<file path="src/rtl/seq_gen_pkg.sv">
// Shared types and constants for the sequence-detector family.
package seq_gen_pkg;

  typedef enum logic [1:0] {
    IDLE = 2'd0,
    SEND = 2'd1,
    GAP  = 2'd2,
    DONE = 2'd3
  } state_t;

  // Default 4-bit pattern; also the target of the 1011 detector benches.
  localparam logic [3:0] DEF_PAT = 4'b1011;

endpackage

</file>
<file path="src/rtl/seq_pattern_gen.sv">
// Serial pattern transmitter: sends a latched pattern MSB-first, a
// programmable number of times, with an optional idle gap between repeats.
module seq_pattern_gen
  import seq_gen_pkg::*;
#(
  parameter int unsigned      PAT_W   = 4,
  parameter int unsigned      CNT_W   = 8,
  parameter logic [PAT_W-1:0] DEF_PAT = PAT_W'(seq_gen_pkg::DEF_PAT)
) (
  input  logic             clk,
  input  logic             reset_n,
  input  logic             start,
  input  logic [PAT_W-1:0] pattern,
  input  logic [CNT_W-1:0] repeat_cnt,
  input  logic [CNT_W-1:0] gap_cnt,
  output logic             busy,
  output logic             dout,
  output logic             dout_valid,
  output logic             pat_last,
  output logic             done
);

  localparam int unsigned      IDX_W   = $clog2(PAT_W);
  localparam logic [IDX_W-1:0] IDX_MAX = IDX_W'(PAT_W - 1);

  state_t           r_state, w_state;
  logic [PAT_W-1:0] r_pat, w_pat;
  logic [IDX_W-1:0] r_idx, w_idx;
  logic [CNT_W-1:0] r_rem, w_rem;
  logic [CNT_W-1:0] r_gap_len, w_gap_len;
  logic [CNT_W-1:0] r_gap, w_gap;
  logic             r_busy, w_busy;
  logic             r_dout, w_dout;
  logic             r_valid, w_valid;
  logic             r_last, w_last;
  logic             r_done, w_done;

  // State, counters, latched parameters and registered outputs.
  always_ff @(posedge clk or negedge reset_n) begin
    if (!reset_n) begin
      r_state   <= IDLE;
      r_pat     <= DEF_PAT;
      r_idx     <= '0;
      r_rem     <= '0;
      r_gap_len <= '0;
      r_gap     <= '0;
      r_busy    <= 1'b0;
      r_dout    <= 1'b0;
      r_valid   <= 1'b0;
      r_last    <= 1'b0;
      r_done    <= 1'b0;
    end else begin
      r_state   <= w_state;
      r_pat     <= w_pat;
      r_idx     <= w_idx;
      r_rem     <= w_rem;
      r_gap_len <= w_gap_len;
      r_gap     <= w_gap;
      r_busy    <= w_busy;
      r_dout    <= w_dout;
      r_valid   <= w_valid;
      r_last    <= w_last;
      r_done    <= w_done;
    end
  end

  // Next-state and counter logic; outputs are decoded from the next state
  // so that the registered outputs line up with the state they describe.
  always_comb begin
    w_state   = r_state;
    w_pat     = r_pat;
    w_idx     = r_idx;
    w_rem     = r_rem;
    w_gap_len = r_gap_len;
    w_gap     = r_gap;
    w_busy    = 1'b0;
    w_dout    = 1'b0;
    w_valid   = 1'b0;
    w_last    = 1'b0;
    w_done    = 1'b0;

    unique case (r_state)
      IDLE, DONE: begin
        if (start) begin
          w_pat     = pattern;
          w_rem     = repeat_cnt;
          w_gap_len = gap_cnt;
          w_idx     = IDX_MAX;
          w_state   = (repeat_cnt == '0) ? DONE : SEND;
        end else begin
          w_state = IDLE;
        end
      end
      SEND: begin
        if (r_idx == '0) begin
          w_rem = r_rem - CNT_W'(1);
          if (r_rem == CNT_W'(1)) begin
            w_state = DONE;
          end else if (r_gap_len == '0) begin
            w_idx = IDX_MAX;
          end else begin
            w_state = GAP;
            w_gap   = r_gap_len;
          end
        end else begin
          w_idx = r_idx - IDX_W'(1);
        end
      end
      GAP: begin
        if (r_gap == CNT_W'(1)) begin
          w_state = SEND;
          w_idx   = IDX_MAX;
        end else begin
          w_gap = r_gap - CNT_W'(1);
        end
      end
      default: w_state = IDLE;
    endcase

    unique case (w_state)
      SEND: begin
        w_busy  = 1'b1;
        w_valid = 1'b1;
        w_dout  = w_pat[w_idx];
        w_last  = (w_idx == '0);
      end
      GAP:     w_busy = 1'b1;
      DONE:    w_done = 1'b1;
      default: ;
    endcase
  end

  assign busy       = r_busy;
  assign dout       = r_dout;
  assign dout_valid = r_valid;
  assign pat_last   = r_last;
  assign done       = r_done;

endmodule

</file>
<file path="config.mk">
export PLATFORM = sky130hd
export DESIGN_NAME = seq_pattern_gen
export DESIGN_NICKNAME = d
export VERILOG_FILES = /design/src/rtl/seq_gen_pkg.sv /design/src/rtl/seq_pattern_gen.sv
export SDC_FILE = /design/constraint.sdc
export NUM_CORES = 1
export LEC_CHECK = 0
export CORE_MARGIN = 10
export CORE_UTILIZATION = 55
export CTS_CLUSTER_DIAMETER = 150
export DETAILED_ROUTE_END_ITERATION = 7
export HOLD_SLACK_MARGIN = 0.1
export PLACE_DENSITY = 0.8
export SKIP_LAST_GASP = 1
export SLEW_MARGIN = 25
export SYNTH_ARGS = -nofsm -noshare
export SYNTH_HDL_FRONTEND = slang
export SYNTH_SLANG_ARGS = --single-unit
</file>
<file path="constraint.sdc">
create_clock -name clk -period 3.4 [get_ports clk]
set_input_delay 0.51 -clock clk [delete_from_list [all_inputs] [get_ports clk]]
set_output_delay 0.51 -clock clk [all_outputs]
set_load 0.01 [all_outputs]
</file>
# After elaboration in Yosys (flattened, before gate mapping)
# Cells that the tools add are included.
[word_totals]
n_memories = 0
in_bits = 23
output_inout_bits = 5
rom_bits = 0
elab_cells = 70
register_bits = 37
ramBits = 0
latchBits = 0
[op_classes]
bitwise_logic = 0
n_lt_le_gt_ge = 1
reduce_logical = 12
div = 0
muxes = 30
eq_ne = 13
shifts = 0
addsub = 3
multipliers = 0
[op_table]
columns = ["op", "count"]
rows = [
  ["$mux W8", 6],
  ["$pmux W8 S2", 2],
  ["$mux W2", 11],
  ["$eq A8 B1 Y1 const B", 2],
  ["$logic_not A8 Y1", 2],
  ["$sub A8 B1 Y8 const B", 2],
  ["$pmux W2 S3", 2],
  ["$ne A2 B2 Y1 const B", 5],
  ["$eq A2 B2 Y1 const B", 4],
  ["$mux W4", 2],
  ["$logic_not A2 Y1", 3],
  ["$mux W1", 6],
  ["$reduce_and A5 Y1", 1],
  ["$eq A2 B1 Y1 const B", 2],
  ["$reduce_bool A2 Y1", 2],
  ["$reduce_or A2 Y1", 2],
  ["$lt A2 B3 Y1 const B", 1],
  ["$reduce_and A3 Y1", 1],
  ["$bmux W1 S2", 1],
  ["$reduce_and A2 Y1", 1],
  ["$sub A2 B1 Y2 const B", 1],
]

# Depth between registers and ports, before layout
# Gate-level depths: netlist of the first run.
[logic_depth]
depth_word = 8
mapped_depth = 12
depth_no_buf = 12

# Worst setup path before layout of the first run
# Ideal clock, no wire load.
[synth_path]
kind = "register to register"
from = "register r_state[0]"
to = "register r_dout, in the netlist dout"
arrival_ps = 2497
required_ps = 3314
path_buffers = 2
setup_ps = 86
path_slack_ps = 817
stages_incl_launch_ff = 13
synth_period_minus_slack_ps = 2583
path_cell_list = "dfrtp_1 inv_1 ha_1 buf_6 nand2_1 buf_1 nor3_1 a31oi_1 ha_1 inv_1 or2_4 a2111o_1 a32oi_1"
[synth_between]
elab_chain_len = 6
word_cells_on_any_way = 16
cone_classes = "eq/ne: 4; mux: 10; reduce/logical: 2"
[synth_rtl]
columns = ["item", "line_no", "source"]
rows = [
  ["start: declaration", "seq_pattern_gen.sv:26", "state_t r_state, w_state;"],
  ["start signal: assignment", "seq_pattern_gen.sv:53", "r_state <= w_state;"],
  ["$eq A2 B2 Y1, or another cell as far along", "seq_pattern_gen.sv:82", "unique case (r_state)"],
  ["$reduce_or A2 Y1 or $mux W2 (tied branches)", "seq_pattern_gen.sv:82, seq_pattern_gen.sv:97", ""],
  ["$pmux W2 S3, or another cell as far along", "seq_pattern_gen.sv:82", ""],
  ["$bmux W1 S2 or $pmux W2 S3 (tied branches)", "seq_pattern_gen.sv:124, seq_pattern_gen.sv:82", ""],
  ["$mux W1 (not written as such) or $eq A2 B1 Y1 (tied branches)", "seq_pattern_gen.sv:124, seq_pattern_gen.sv:120", ""],
  ["$mux W1 *", "seq_pattern_gen.sv:120", "unique case (w_state)"],
  ["via w_dout", "seq_pattern_gen.sv:33", "logic r_dout, w_dout;"],
  ["end signal: assignment", "seq_pattern_gen.sv:60", "r_dout <= w_dout;"],
  ["end: declaration", "seq_pattern_gen.sv:33", ""],
]
# Mark *: on every way through the listed nets, which the timed path passes. The rest lies on a longest branch. The select of a mux whose other input is x is not followed.
# A chain may end at the register's enable or synchronous reset.

# Final worst setup path of the first run
[layout_path]
from = "register r_gap_len[0]"
to = "register r_dout, in the netlist dout"
[layout_between]
word_cells_on_any_way = 13
cone_classes = "eq/ne: 1; mux: 11; reduce/logical: 1"
[layout_lines]
columns = ["item", "line_no", "source"]
rows = [
  ["start: declaration", "seq_pattern_gen.sv:30", "logic [CNT_W-1:0] r_gap_len, w_gap_len;"],
  ["start signal: assignment", "seq_pattern_gen.sv:57", "r_gap_len <= w_gap_len;"],
  ["$logic_not A8 Y1", "seq_pattern_gen.sv:99", "end else if (r_gap_len == '0) begin"],
  ["$mux W2", "seq_pattern_gen.sv:99", ""],
  ["$mux W2", "seq_pattern_gen.sv:97", "if (r_rem == CNT_W'(1)) begin"],
  ["$mux W2", "seq_pattern_gen.sv:95", "if (r_idx == '0) begin"],
  ["$pmux W2 S3", "seq_pattern_gen.sv:82", ""],
  ["via w_state[0]", "seq_pattern_gen.sv:26", ""],
  ["$eq A2 B1 Y1", "seq_pattern_gen.sv:120", ""],
  ["$mux W1", "seq_pattern_gen.sv:120", ""],
  ["via w_dout", "seq_pattern_gen.sv:33", ""],
]
# The timed path passes the listed nets, and every way through them passes these cells. The select of a mux whose other input is x is not followed.

==> results.ini, run 1 <==
[place]
port_buffers=27
dp_hpwl_mm=3.34
gp_congestion=0.843
dp.cells=290

[synthesis]
postSynthAreaPerCell_um2=9.65
synth_cells=220
synth_top_cell_area_share_pct=40.1
ys_async_sr_fraction_pct=100
yosysWarnings=0
synth_area_mm2=0.00212
yosysMostFrequentCell=dfrtp_1
synth_common_cells=34 x dfrtp_1, 22 x a21oi_1, 20 x inv_1, 19 x o21ai_0, 13 x nor2_1
yosysUniqueCellTypes=52
synth_area_leaders=dfrtp_1 40%, mux2_2 6.4%, a21oi_1 5.2%
yosys_register_bits=37
syn_nets=251
synth_edf_count=0
synth_ff_type=dfrtp_1
ys_seq_area_share_pct=43.8
yosysTopAreaCell=dfrtp_1

[clocking]
cts_buffers=5
cts_max_level=2
cts_root_buf=clkbuf_8
insertion_delay_ps=290
clock_path_buffers=2
cts_resized=0
cts_sinks=37
cts_tree=built
clk_pin_slew_worst_paths_ps=70
postCtsSetupBuffers=0
hold_buffers=0

[die]
die_area_mm2=0.00674
boundaryPins=28
num_rows=22
die_y_um=82.1
core-area_mm2=0.00369
die_w_um=82.1
initial_core_util_pct=57.5

[run]
maxCapViolCount=0

[grt]
grt_pass1_vias=1648
antenna_found_initial=0
track_usage_pct=14.7
grt_max_degree=38
grt_overflow_total=0
grt_pass1_wl_mm=7.77

[detailed_routing]
ant_nets=0
via_count=1696
drtIter0Drc=137
avgRoutedWirePerCell_um=14.9
drt_wl_total_mm=4.46
viasPerCell=5.69
firstDrtPassIters=4
drc=0

[status]
status=finished, final reports clean

[critical_path]
crit_type=register to register
reg2regPathDepth=11
worstPathArrival_ps=2980
cp_cell_sequence=nor4_1 -> and2_0 -> o21ai_0 -> o21ai_0 -> a221oi_1 -> nor2_1 -> ha_1 -> inv_1 -> or2_4 -> a2111o_1 -> a32oi_1
worstPathMaxFanout=5
cpMaxStageDelayCell=dfrtp_1
start_kind=register
end_kind=register
reg2reg_slack_ps=620
critPathRequiredTime_ps=3600
cp_slowest_stage_delay_ps=400
cpMostUsedCell=o21ai_0

[cells_and_area]
layout-drive-gt1-share_pct=15.2
area_growth_pct=19.2
nets=280
diodes=0
fin_cells=298

[power_and_ir_drop]
p_per_area_mw_per_mm2=962
worst_ir_drop_vdd_v=0.000489
power.total_uw=2430
p_leak_uw=0.00106

[timing]
tightest_slew_ps=809
fmax_ghz=0.360
hold_violations=0
period_share_pct=81.7
clock-skew-final_ps=5.43
rsz0062_at_grt=false
fin_crit_ps=2780
slew_violations=0
slew-limit-headroom_pct=46.1
setup_tns_ps=0
setup_viol_count_final=0

[min_path]
min_path_type=input pin to asynchronous set/reset pin

## final timing paths
path | endpoint | startpoint
setup / recovery | dout | r_gap_len[0]
hold / removal | r_gap_len[3] | reset_n
setup reg to reg | dout | r_gap_len[0]
hold reg to reg | r_rem[1] | r_rem[1]
max in group asynchronous | pat_last | reset_n
min in group clk | r_rem[1] | r_rem[1]
## flip-flops by register name, summed over array words and instances (netlist names)
name        flops
busy            1
dout_valid      1
r_pat           4
r_gap           8
r_idx           2
pat_last        1
done            1
dout            1
r_state         2
r_gap_len       8
r_rem           8
## layer usage
metal  share of wire (%)  routed length, um  up-vias  GRT usage [%]
met1                  50               2240      779           19.5
met5                   0                  0        -              0
met3                 4.6                206        5           3.89
met4                 1.2                 53        0           4.59
li1                    -                  -      876              -
met2                  44               1950       36           22.9
## where the power goes
part / internal, uW / total, uW / switching, uW
Sequential: 677 / 867 / 190
Clock: 183 / 333 / 150
Combinational: 571 / 1230 / 661
## metrics by stage
step / hold slack (ps) / util, % / setup WS, ps / area, um2
after detailed placement: 503 / 65.8 / 662 / 2430
after global routing: 368 / 68.6 / 277 / 2530
final: 314 / 68.6 / 623 / 2530
after CTS: 341 / 68.6 / 632 / 2530
after floorplan: 214 / - / 817 / 2120
after global placement: 498 / 65.8 / 722 / 2430
## critical path, delay by kind of cell (launching register included)
family / cells / cell delay [ps]
buffers and inverters: 1 / 50
AOI/OAI and AO/OA: 5 / 830
adders and majority gates: 1 / 250
and+or+nand+nor: 4 / 1160
DFF: 1 / 400
## cell families after synthesis
kind of cell	after synthesis	share of synthesized area, %
AOI/OAI and AO/OA	72	23.1
and+or+nand+nor	63	16.4
DFF	37	43.8
adders and majority gates	8	4.72
buffers and inverters	27	5.19
muxes	13	6.84
## cell usage in the layout (no fill, tap or decap), types with 2 or more instances in the layout
| cell type | count |
|---|---|
| clkdlybuf4s50_1 | 26 |
| or2_4 | 2 |
| nor3_1 | 6 |
| dfstp_2 | 3 |
| nor4_1 | 6 |
| and3_1 | 3 |
| or3_1 | 3 |
| ha_1 | 8 |
| a22oi_1 | 2 |
| a21oi_1 | 22 |
| o21ai_0 | 19 |
| clkbuf_8 | 7 |
| nor2_1 | 13 |
| mux2_2 | 12 |
| nand3_1 | 7 |
| o22ai_1 | 5 |
| o22a_1 | 2 |
| dfrtp_1 | 34 |
| nand2_1 | 11 |
| a211oi_1 | 2 |
| buf_4 | 2 |
| a221o_1 | 3 |
| or4_1 | 2 |
| inv_1 | 20 |
| a31oi_1 | 2 |
## final cells by class
cell class | instances | area [um2]
inverters | 20 | 75.1
clock inverters | 1 | 5.00
repair buffers | 29 | 280
multi-input cells | 156 | 1080
fillers | 312 | 1160
well taps | 48 | 60.1
flip-flops and latches | 37 | 930
clock buffers | 7 | 96.3
Note: power is estimated with default switching activity, not from simulation.
==> inputs of run 2 (changes only) <==
clock period = 2.7 ns   (was 3.4 ns; I/O delays follow)
==> results.ini, run 2 (synthesized netlist as in run 1, its figures left out) <==
[status]
status=finished, final reports clean

[critical_path]
start_kind=register
worstPathArrival_ps=2730  ; -250 ps
end_kind=register
crit_type=register to register
worstPathMaxFanout=4  ; -1
critPathRequiredTime_ps=2910  ; -690 ps

[clocking]
clk_pin_slew_worst_paths_ps=80  ; about the same
hold_buffers=0  ; unchanged
cts_tree=built
cts_max_level=2  ; unchanged
clock_path_buffers=2  ; unchanged
cts_buffers=5  ; unchanged
cts_sinks=37  ; unchanged
insertion_delay_ps=300  ; about the same
cts_root_buf=clkbuf_8

[die]
core-area_mm2=0.00369  ; unchanged
die_y_um=82.1  ; unchanged
initial_core_util_pct=57.5  ; unchanged
die_w_um=82.1  ; unchanged
num_rows=22  ; unchanged
boundaryPins=28  ; unchanged
die_area_mm2=0.00674  ; unchanged

[min_path]
min_path_type=input pin to asynchronous set/reset pin

[run]
maxCapViolCount=0  ; unchanged

[timing]
fmax_ghz=0.397  ; +10%
hold_violations=0  ; unchanged
tightest_slew_ps=782  ; -26.5 ps
setup_viol_count_final=0  ; unchanged
setup_tns_ps=0  ; unchanged
slew-limit-headroom_pct=47.9  ; +1.8 points
clock-skew-final_ps=10.3  ; +4.89 ps
period_share_pct=93.4  ; +12 points
fin_crit_ps=2520  ; -255 ps
timing.hold.ws_ps=186  ; -128 ps
slew_violations=0  ; unchanged

[detailed_routing]
firstDrtPassIters=4  ; unchanged
drtIter0Drc=138  ; +0.73%
avgRoutedWirePerCell_um=16.1  ; +8.0%
viasPerCell=6.03  ; +5.9%
ant_nets=0  ; unchanged
drt_wl_total_mm=4.96  ; +11%
drc=0  ; unchanged
via_count=1850  ; +9.1%

[power_and_ir_drop]
p_seq_share_pct=33.3  ; -2.4 points
p_clk_share_pct=16.7  ; +3.0 points
netSwitchingFraction_pct=40.6  ; -0.57 points
p_comb_share_pct=50.0  ; -0.7 points
switching_power_uw=1380  ; +38%
p_leak_uw=0.00113  ; +6.1%
internal-power_uw=2020  ; +41%
power.total_uw=3410  ; +40%
worst_ir_drop_vdd_v=0.000735  ; +50%
p_per_area_mw_per_mm2=1270  ; +32%

[cells_and_area]
final_common_cell=dfrtp_1
diodes=0  ; unchanged
layout-drive-gt1-share_pct=20.5  ; +5.3 points
largest_registers=r_gap (8), r_gap_len (8), r_rem (8)
num-fill-cells=282  ; -9.6%
area_growth_pct=26.1
final_cell_mix=34 x dfrtp_1, 26 x clkdlybuf4s50_1, 22 x a21oi_1
nets=289  ; +3.2%

[grt]
grt_overflow_total=0  ; unchanged
track_usage_pct=15.6  ; +0.96 points
antenna_found_initial=0  ; unchanged
grt_pass1_vias=1837  ; +11%
grt_pass1_wl_mm=8.33  ; +7.2%
grt_max_degree=38  ; unchanged

[place]
port_buffers=27  ; unchanged
gp_congestion=0.876  ; +4.0%
dp_hpwl_mm=3.63  ; +8.8%

## run 2: cell types whose count changed in the layout (fill, tap and decap cells not counted), sizes merged
cell	delta
buf	+9
bufinv	+2
clkbuf	-2
## run 2: per-layer routing
metal	track usage (%)	part of all wire, %	routed length (um)	vias up
li1	-	-	-	894
met1	19.2	42	2090	875
met2	24.8	47	2350	67
met3	4.54	7.7	380	14
met4	7.48	2.8	137	0
met5	0	0	0	-
## run 2: area by class of cell
class                   count  area [um2]  area share (%)
multi-input cells         156        1130            42.2
flip-flops and latches     37         930            34.8
repair buffers             38         348            13.0
inverters                  20        75.1            2.81
clock buffers               5        68.8            2.57
clock inverters             3        65.1            2.43
well taps                  48        60.1            2.25
## run 2: per-stage QoR
step | cells | setup slack (ps) | cell area, um2 | util [%]
after floorplan | 220 | 117 | 2120 | -
after global placement | 298 | 173 | 2490 | 67.4
after detailed placement | 298 | 123 | 2490 | 67.4
after CTS | 306 | 68.4 | 2620 | 71.1
after global routing | 307 | -16.2 | 2680 | 72.5
final | 307 | 178 | 2680 | 72.5
## run 2: power by group through the flow
stage	clock network (uW)	registers, uW	logic (uW)
after global routing	600	1170	1910
after global placement	0	1090	1590
after floorplan	0	1050	1210
after detailed placement	0	1100	1630
after CTS	574	1090	1650
final	569	1130	1700
## run 2: repair_timing
| action | CTS | global route |
|---|---|---|
| resized for setup | 0 | 9 |
| endpoints found under the setup margin | 0 | 1 |
| buffers inserted | 0 | 1 |
## run 2: worst paths after layout
| path | endpoint | cells past startpoint | slack (ps) | from |
|---|---|---|---|---|
| max | dout | 11 | 180 | r_gap_len[6] |
| min | r_gap_len[0] | 1 | 190 | reset_n |
| max reg2reg | dout | 11 | 180 | r_gap_len[6] |
| min reg2reg | r_rem[1] | 2 | 520 | r_rem[1] |
| max in group asynchronous | r_state[0] | 1 | 2010 | reset_n |
| min in group clk | r_rem[1] | 2 | 520 | r_rem[1] |
## run 2: critical path: stages, from the launching register on
cell	delay [ps]
dfrtp_1	440
nor4_4	310
and2_4	200
a21oi_1	50
o21ai_0	140
a21oi_1	100
a31oi_1	170
ha_2	240
inv_1	50
or2_4	250
a2111o_1	340
a32oi_1	160
